--- src/rtl/mem_1r1w_masked_32x136_sched_if.sv ---
// Bus bundle between core-side requesters, the scheduler and the 32x136 masked memory macro.
// The slave modport is the scheduler's view; master is the environment (requesters + macro).
interface mem_1r1w_masked_32x136_sched_if #(
  parameter int unsigned AW    = 5,
  parameter int unsigned WIDTH = 136,
  parameter int unsigned MW    = 17
) ();
  logic             init_busy;

  logic             wa_valid;
  logic             wa_ready;
  logic [AW-1:0]    wa_addr;
  logic [WIDTH-1:0] wa_data;
  logic [MW-1:0]    wa_mask;

  logic             wb_valid;
  logic             wb_ready;
  logic [AW-1:0]    wb_addr;
  logic [WIDTH-1:0] wb_data;
  logic [MW-1:0]    wb_mask;

  logic             rd_valid;
  logic             rd_ready;
  logic [AW-1:0]    rd_addr;
  logic             rsp_valid;
  logic             rsp_ready;
  logic [WIDTH-1:0] rsp_data;

  logic [AW-1:0]    R0_addr;
  logic             R0_en;
  logic [WIDTH-1:0] R0_data;

  logic [AW-1:0]    W0_addr;
  logic             W0_en;
  logic [WIDTH-1:0] W0_data;
  logic [MW-1:0]    W0_mask;

  modport slave (
    output init_busy,
    input  wa_valid, wa_addr, wa_data, wa_mask,
    output wa_ready,
    input  wb_valid, wb_addr, wb_data, wb_mask,
    output wb_ready,
    input  rd_valid, rd_addr, rsp_ready,
    output rd_ready, rsp_valid, rsp_data,
    output R0_addr, R0_en,
    input  R0_data,
    output W0_addr, W0_en, W0_data, W0_mask
  );

  modport master (
    input  init_busy,
    output wa_valid, wa_addr, wa_data, wa_mask,
    input  wa_ready,
    output wb_valid, wb_addr, wb_data, wb_mask,
    input  wb_ready,
    output rd_valid, rd_addr, rsp_ready,
    input  rd_ready, rsp_valid, rsp_data,
    input  R0_addr, R0_en,
    output R0_data,
    input  W0_addr, W0_en, W0_data, W0_mask
  );
endinterface

--- src/rtl/mem_1r1w_masked_32x136_sched.sv ---
// Zero-fill, round-robin write arbitration (A/B) and valid/ready read port for the 32x136 masked macro.
// Define MEM_SCHED_BYPASS_EN to forward a same-cycle, same-address write into the read response.
module mem_1r1w_masked_32x136_sched #(
  parameter int unsigned DEPTH     = 32,
  parameter int unsigned AW        = 5,
  parameter int unsigned WIDTH     = 136,
  parameter int unsigned MASK_GRAN = 8,
  parameter int unsigned MW        = (WIDTH + MASK_GRAN - 1) / MASK_GRAN
) (
  input  logic                            clock,
  input  logic                            reset,
  mem_1r1w_masked_32x136_sched_if.slave   bus
);

  typedef enum logic {S_INIT, S_RUN} state_e;
  typedef enum logic {RR_A, RR_B} rr_e;

  state_e        state_q, state_d;
  logic [AW-1:0] init_ptr_q, init_ptr_d;
  rr_e           rr_q, rr_d;
  logic          rsp_valid_q, rsp_valid_d;

  logic             run;
  logic             grant_a, grant_b;
  logic             rd_ready, rd_acc;
  logic             w_en;
  logic [AW-1:0]    w_addr;
  logic [WIDTH-1:0] w_data;
  logic [MW-1:0]    w_mask;

`ifdef MEM_SCHED_BYPASS_EN
  logic             byp_hit_q, byp_hit_d;
  logic [WIDTH-1:0] byp_data_q, byp_data_d;
  logic [MW-1:0]    byp_mask_q, byp_mask_d;
  logic [WIDTH-1:0] rsp_data;
`endif

  always_comb begin
    run     = (state_q == S_RUN);
    grant_a = run && bus.wa_valid && (!bus.wb_valid || (rr_q == RR_A));
    grant_b = run && bus.wb_valid && (!bus.wa_valid || (rr_q == RR_B));

    rd_ready = run && (!rsp_valid_q || bus.rsp_ready);
    rd_acc   = bus.rd_valid && rd_ready;

    w_en   = 1'b0;
    w_addr = '0;
    w_data = '0;
    w_mask = '0;
    if (!run) begin
      w_en   = 1'b1;
      w_addr = init_ptr_q;
      w_mask = '1;
    end else if (grant_a) begin
      w_en   = 1'b1;
      w_addr = bus.wa_addr;
      w_data = bus.wa_data;
      w_mask = bus.wa_mask;
    end else if (grant_b) begin
      w_en   = 1'b1;
      w_addr = bus.wb_addr;
      w_data = bus.wb_data;
      w_mask = bus.wb_mask;
    end
  end

  always_comb begin
    state_d    = state_q;
    init_ptr_d = init_ptr_q;
    if (!run) begin
      init_ptr_d = init_ptr_q + 1'b1;
      if (init_ptr_q == AW'(DEPTH - 1)) state_d = S_RUN;
    end

    // The pointer only moves on contention, to the side that lost.
    rr_d = rr_q;
    if (grant_a && bus.wb_valid)      rr_d = RR_B;
    else if (grant_b && bus.wa_valid) rr_d = RR_A;

    rsp_valid_d = rsp_valid_q;
    if (rd_acc)             rsp_valid_d = 1'b1;
    else if (bus.rsp_ready) rsp_valid_d = 1'b0;
  end

`ifdef MEM_SCHED_BYPASS_EN
  always_comb begin
    byp_hit_d  = byp_hit_q;
    byp_data_d = byp_data_q;
    byp_mask_d = byp_mask_q;
    if (rd_acc) begin
      byp_hit_d  = w_en && (w_addr == bus.rd_addr);
      byp_data_d = w_data;
      byp_mask_d = w_mask;
    end
  end

  // Lanes written in the colliding cycle come from the captured write; the rest from the macro.
  always_comb begin
    rsp_data = bus.R0_data;
    if (byp_hit_q) begin
      for (int unsigned b = 0; b < WIDTH; b++) begin
        if (byp_mask_q[b / MASK_GRAN]) rsp_data[b] = byp_data_q[b];
      end
    end
  end
`endif

  always_ff @(posedge clock or posedge reset) begin
    if (reset) begin
      state_q     <= S_INIT;
      init_ptr_q  <= '0;
      rr_q        <= RR_A;
      rsp_valid_q <= 1'b0;
`ifdef MEM_SCHED_BYPASS_EN
      byp_hit_q   <= 1'b0;
      byp_data_q  <= '0;
      byp_mask_q  <= '0;
`endif
    end else begin
      state_q     <= state_d;
      init_ptr_q  <= init_ptr_d;
      rr_q        <= rr_d;
      rsp_valid_q <= rsp_valid_d;
`ifdef MEM_SCHED_BYPASS_EN
      byp_hit_q   <= byp_hit_d;
      byp_data_q  <= byp_data_d;
      byp_mask_q  <= byp_mask_d;
`endif
    end
  end

  assign bus.init_busy = (state_q == S_INIT);
  assign bus.wa_ready  = grant_a;
  assign bus.wb_ready  = grant_b;
  assign bus.rd_ready  = rd_ready;
  assign bus.rsp_valid = rsp_valid_q;
  assign bus.R0_en     = rd_acc;
  assign bus.R0_addr   = bus.rd_addr;
  assign bus.W0_en     = w_en;
  assign bus.W0_addr   = w_addr;
  assign bus.W0_data   = w_data;
  assign bus.W0_mask   = w_mask;
`ifdef MEM_SCHED_BYPASS_EN
  assign bus.rsp_data  = rsp_data;
`else
  assign bus.rsp_data  = bus.R0_data;
`endif

endmodule
--- src/flat_wrapper.sv ---
// flat-port wrapper written by rule: the top's interface ports become plain ports
module mem_1r1w_masked_32x136_sched_flat 
#(
  parameter int unsigned DEPTH     = 32,
  parameter int unsigned AW        = 5,
  parameter int unsigned WIDTH     = 136,
  parameter int unsigned MASK_GRAN = 8,
  parameter int unsigned MW        = (WIDTH + MASK_GRAN - 1) / MASK_GRAN
)
  (clock, reset, bus_init_busy, bus_wa_valid, bus_wa_addr, bus_wa_data, bus_wa_mask, bus_wa_ready, bus_wb_valid, bus_wb_addr, bus_wb_data, bus_wb_mask, bus_wb_ready, bus_rd_valid, bus_rd_addr, bus_rsp_ready, bus_rd_ready, bus_rsp_valid, bus_rsp_data, bus_R0_addr, bus_R0_en, bus_R0_data, bus_W0_addr, bus_W0_en, bus_W0_data, bus_W0_mask);
  mem_1r1w_masked_32x136_sched_if #(.AW(AW), .WIDTH(WIDTH), .MW(MW)) bus_i ();
  input  logic clock;
  input  logic reset;
  output wire logic [$bits(bus_i.init_busy)-1:0] bus_init_busy;
  input wire logic [$bits(bus_i.wa_valid)-1:0] bus_wa_valid;
  input wire logic [$bits(bus_i.wa_addr)-1:0] bus_wa_addr;
  input wire logic [$bits(bus_i.wa_data)-1:0] bus_wa_data;
  input wire logic [$bits(bus_i.wa_mask)-1:0] bus_wa_mask;
  output wire logic [$bits(bus_i.wa_ready)-1:0] bus_wa_ready;
  input wire logic [$bits(bus_i.wb_valid)-1:0] bus_wb_valid;
  input wire logic [$bits(bus_i.wb_addr)-1:0] bus_wb_addr;
  input wire logic [$bits(bus_i.wb_data)-1:0] bus_wb_data;
  input wire logic [$bits(bus_i.wb_mask)-1:0] bus_wb_mask;
  output wire logic [$bits(bus_i.wb_ready)-1:0] bus_wb_ready;
  input wire logic [$bits(bus_i.rd_valid)-1:0] bus_rd_valid;
  input wire logic [$bits(bus_i.rd_addr)-1:0] bus_rd_addr;
  input wire logic [$bits(bus_i.rsp_ready)-1:0] bus_rsp_ready;
  output wire logic [$bits(bus_i.rd_ready)-1:0] bus_rd_ready;
  output wire logic [$bits(bus_i.rsp_valid)-1:0] bus_rsp_valid;
  output wire logic [$bits(bus_i.rsp_data)-1:0] bus_rsp_data;
  output wire logic [$bits(bus_i.R0_addr)-1:0] bus_R0_addr;
  output wire logic [$bits(bus_i.R0_en)-1:0] bus_R0_en;
  input wire logic [$bits(bus_i.R0_data)-1:0] bus_R0_data;
  output wire logic [$bits(bus_i.W0_addr)-1:0] bus_W0_addr;
  output wire logic [$bits(bus_i.W0_en)-1:0] bus_W0_en;
  output wire logic [$bits(bus_i.W0_data)-1:0] bus_W0_data;
  output wire logic [$bits(bus_i.W0_mask)-1:0] bus_W0_mask;
  assign bus_init_busy = bus_i.init_busy;
  assign bus_i.wa_valid = bus_wa_valid;
  assign bus_i.wa_addr = bus_wa_addr;
  assign bus_i.wa_data = bus_wa_data;
  assign bus_i.wa_mask = bus_wa_mask;
  assign bus_wa_ready = bus_i.wa_ready;
  assign bus_i.wb_valid = bus_wb_valid;
  assign bus_i.wb_addr = bus_wb_addr;
  assign bus_i.wb_data = bus_wb_data;
  assign bus_i.wb_mask = bus_wb_mask;
  assign bus_wb_ready = bus_i.wb_ready;
  assign bus_i.rd_valid = bus_rd_valid;
  assign bus_i.rd_addr = bus_rd_addr;
  assign bus_i.rsp_ready = bus_rsp_ready;
  assign bus_rd_ready = bus_i.rd_ready;
  assign bus_rsp_valid = bus_i.rsp_valid;
  assign bus_rsp_data = bus_i.rsp_data;
  assign bus_R0_addr = bus_i.R0_addr;
  assign bus_R0_en = bus_i.R0_en;
  assign bus_i.R0_data = bus_R0_data;
  assign bus_W0_addr = bus_i.W0_addr;
  assign bus_W0_en = bus_i.W0_en;
  assign bus_W0_data = bus_i.W0_data;
  assign bus_W0_mask = bus_i.W0_mask;
  mem_1r1w_masked_32x136_sched #(.DEPTH(DEPTH), .AW(AW), .WIDTH(WIDTH), .MASK_GRAN(MASK_GRAN), .MW(MW)) u_core (.clock(clock), .reset(reset), .bus(bus_i));
endmodule
--- config.mk ---
export PLATFORM = sky130hd
export DESIGN_NAME = mem_1r1w_masked_32x136_sched_flat
export DESIGN_NICKNAME = d
export VERILOG_FILES = /design/src/rtl/mem_1r1w_masked_32x136_sched_if.sv /design/src/rtl/mem_1r1w_masked_32x136_sched.sv /design/src/flat_wrapper.sv
export SDC_FILE = /design/constraint.sdc
export NUM_CORES = 1
export LEC_CHECK = 0
export CORE_AREA = 2 2 298 300
export CTS_CLUSTER_DIAMETER = 200
export DETAILED_ROUTE_END_ITERATION = 16
export DIE_AREA = 0 0 300 302
export GPL_ROUTABILITY_DRIVEN = 0
export HOLD_SLACK_MARGIN = 0.05
export PLACE_DENSITY = 0.3
export SLEW_MARGIN = 5
export SYNTH_ARGS = -nofsm -noshare
export SYNTH_HDL_FRONTEND = slang
export SYNTH_SLANG_ARGS = --single-unit
--- constraint.sdc ---
create_clock -name clock -period 2.35 [get_ports clock]
set_clock_uncertainty 0.05 [all_clocks]
set_input_delay 0.3525 -clock clock [delete_from_list [all_inputs] [get_ports clock]]
set_output_delay 0.3525 -clock clock [all_outputs]
set_load 0.02 [all_outputs]
==> results <==
-- worst max-delay path: cells and delay by family, from the launching register on --
kind	cells	cell delay, ns
AOI/OAI and AO/OA	1	0.22
buffers and inverters	5	0.70
DFF	1	0.40
and+or+nand+nor	2	0.33
-- repair_timing --
| action | 4_1_cts | 5_1_grt |
|---|---|---|
| gates resized for setup | 420 | 58 |
| endpoints found under the setup margin | 156 | 49 |
| hold buffers | 0 | 0 |
| cloned | 4 | 2 |
| buffers inserted | 7 | 9 |
| pin swaps | 3 | 9 |
-- metal layers --
layer,vias to the layer above,track usage,wire [microns]
li1,2125,-,-
met1,2204,0.0841,14600
met2,430,0.122,16400
met3,112,0.0217,3250
met4,8,0.0211,1140
met5,-,0,50
-- worst max-delay path by stage --
stage                       from                to  slack [ns]  cells past startpoint
floorplan           bus_wa_valid   bus_W0_data[10]        0.62                      5
CTS                  u_core.rr_q   bus_W0_data[26]       -0.06                      7
finish               u_core.rr_q  bus_W0_data[122]        0.04                      8
detailed placement  bus_wa_valid   bus_W0_data[19]       -0.55                      7
global placement    bus_wb_valid   bus_W0_data[95]       -0.53                      7
global route         u_core.rr_q   bus_W0_mask[16]       -0.03                      7
-- logic make-up after synthesis --
kind of cell / count (synthesis) / share of synthesized area
XOR/XNOR: 4 / 0.0105
adder cells (fa/ha/maj): 2 / 0.00751
AND/OR/NAND/NOR: 23 / 0.0398
buffers and inverters: 183 / 0.434
multiplexers: 2 / 0.00676
flip-flops: 8 / 0.0601
AO/OA/AOI/OAI: 166 / 0.442
-- synth_stat cells --
cell       instances
ha_1               2
nor2_1             3
o2111ai_1          5
a21oi_1            3
and3_4             1
buf_8              3
nand2b_1           1
dfrtp_1            8
and3_1             1
buf_6              6
buf_4            142
clkbuf_1           8
nand4_1            3
and2_1             1
a31oi_1            3
inv_1              2
a22o_1           136
nand2_2            1
or3_1              1
a221o_1           17
inv_2              2
buf_2             12
nor2b_1            1
nand2b_4           1
mux2_2             2
a21oi_4            2
or2_2              1
nand3_1            3
buf_12             8
xnor2_1            4
nand2_1            5
-- final cells by class --
cell class | instances | area (sq um)
Antenna cell | 1 | 2.50
Clock buffer | 3 | 75.1
Fill cell | 10200 | 78600
Inverter | 4 | 18.8
Multi-Input combinational cell | 197 | 1730
Sequential cell | 8 | 201
Tap cell | 1165 | 1460
Timing Repair Buffer | 560 | 5480
-- power breakdown --
| part | internal, mW | total, mW | switching [mW] |
|---|---|---|---|
| sequential | 0.149 | 0.159 | 0.0106 |
| combinational | 1.97 | 3.72 | 1.74 |
| clock | 0.219 | 0.285 | 0.0659 |
| total | 2.34 | 4.16 | 1.82 |
-- state kept, by name, summed over array words and instances, names as in the netlist --
| signal | cells |
|---|---|
| u_core.init_ptr_q | 5 |
| u_core.bus.rsp_valid | 1 |
| u_core.run | 1 |
| u_core.rr_q | 1 |
-- through the flow --
stage | TNS (ns) | total power [mW] | cells | setup WS [ns]
2_1_floorplan | 0 | 2.13 | 388 | 0.616
3_3_place_gp | -63.42 | 3.93 | 1912 | -0.533
3_5_place_dp | -61.90 | 3.89 | 1912 | -0.547
4_1_cts | -0.336 | 4.18 | 1926 | -0.0616
5_1_grt | -0.126 | 4.42 | 1938 | -0.0268
6_report | 0 | 4.16 | 1938 | 0.0430
==> impl_metrics.env <==
export IMPL_status="finished, final reports clean"
export IMPL_worstRegToRegCells=4
export IMPL_finalSetupViolCount=0
export IMPL_hold_path_class="input pin to asynchronous set/reset pin"
export IMPL_synthCells=388
export IMPL_rsz0062_at_grt="yes"
export IMPL_r2r_slack_ns=0.84
export IMPL_period_share=0.982
export IMPL_track_usage=0.0708
export IMPL_wl_per_cell_microns=18.3
export IMPL_drc_errors=0
export IMPL_hold_ws_ns=0.333
export IMPL_coreArea_sq_um=87600
export IMPL_slowest_stage="dfrtp_1"
export IMPL_final_common_cell="clkdlybuf4s50_1"
export IMPL_drive_gt1_frac=0.307
export IMPL_via_count=4879
export IMPL_power_leakage_nw=3.51
export IMPL_io_pins=769
export IMPL_min_period_ns=2.31
export IMPL_syn_cell_area_sq_um=3330
export IMPL_synthTopCellsByArea="a22o_1, buf_4, dfrtp_1, a221o_1, buf_12"
export IMPL_regToRegStartpoint="u_core.init_ptr_q[0]"
export IMPL_drtIter0Drc=134
export IMPL_path_class="flop to primary output"
export IMPL_synth_cell_type_count=31
export IMPL_yosysWarnings=0
export IMPL_required_ns=1.95
export IMPL_cpMostUsedCell="buf_12"
export IMPL_drv_slew=0
export IMPL_clk_pin_slew_ns=0.04
export IMPL_path_cells="buf_6 > nand2b_4 > and3_4 > buf_12 > buf_16 > buf_12 > a22o_4 > buf_12"
export IMPL_max_cap_violations=0
export IMPL_worst_slew_pin_slew_ns=0.329
export IMPL_start_util=0.0380
export IMPL_synth_seq_area_share=0.0601
export IMPL_drt_first_pass_iters=4
export IMPL_syn_area_per_cell_sq_um=8.58
export IMPL_cts_inserted_buffers=3
export IMPL_dp_hpwl_microns=30500
export IMPL_first_global_vias=5264
export IMPL_r2r_end="u_core.init_ptr_q[4]"
export IMPL_cts_root_buffer_cell="clkbuf_16"
export IMPL_row_count=109
export IMPL_slowest_delay_ns=0.40
export IMPL_die_height_microns=302
export IMPL_fmax_ghz=0.433
export IMPL_area_growth_pct=169
export IMPL_clock_sinks=8
export IMPL_power_density_nw_per_um2=464
export IMPL_grt_max_degree=25
export IMPL_tritoncts="done"
export IMPL_ys_seq_elements=8
export IMPL_h_tree_depth=1
export IMPL_place_area_sq_um=8880
export IMPL_arrival_ns=1.90
export IMPL_antenna_found_initial=20
export IMPL_end_kind="primary output"
export IMPL_cts_buffer_depth=2
export IMPL_layout_nets=1239
export IMPL_synth_net_count=853
export IMPL_drtAntennaViolNets=0
export IMPL_insertion_delay_ns=0.23
export IMPL_synth_top_cell_by_area="a22o_1"
export IMPL_cp_max_fo=12
export IMPL_startpoint_type="flop"
export IMPL_synth_top_area_frac=0.358
export IMPL_final_cell_mix="clkdlybuf4s50_1, a22o_1, buf_2"
export IMPL_ir_drop_mv=0.258
export IMPL_vias_per_cell=2.52
export IMPL_timing_slew_headroom=0.780
export IMPL_die_area_sq_um=90600
export IMPL_grt_pass1_wl_microns=44200
export IMPL_die_w_microns=300
export IMPL_overflow=0
export IMPL_wirelength_microns=35400
export IMPL_design_area_sq_um=8970
export IMPL_io_buffers=486
export IMPL_hold_viol=0
export IMPL_postLayoutCoreUtil=0.102
(Power assumes the default switching activity.)
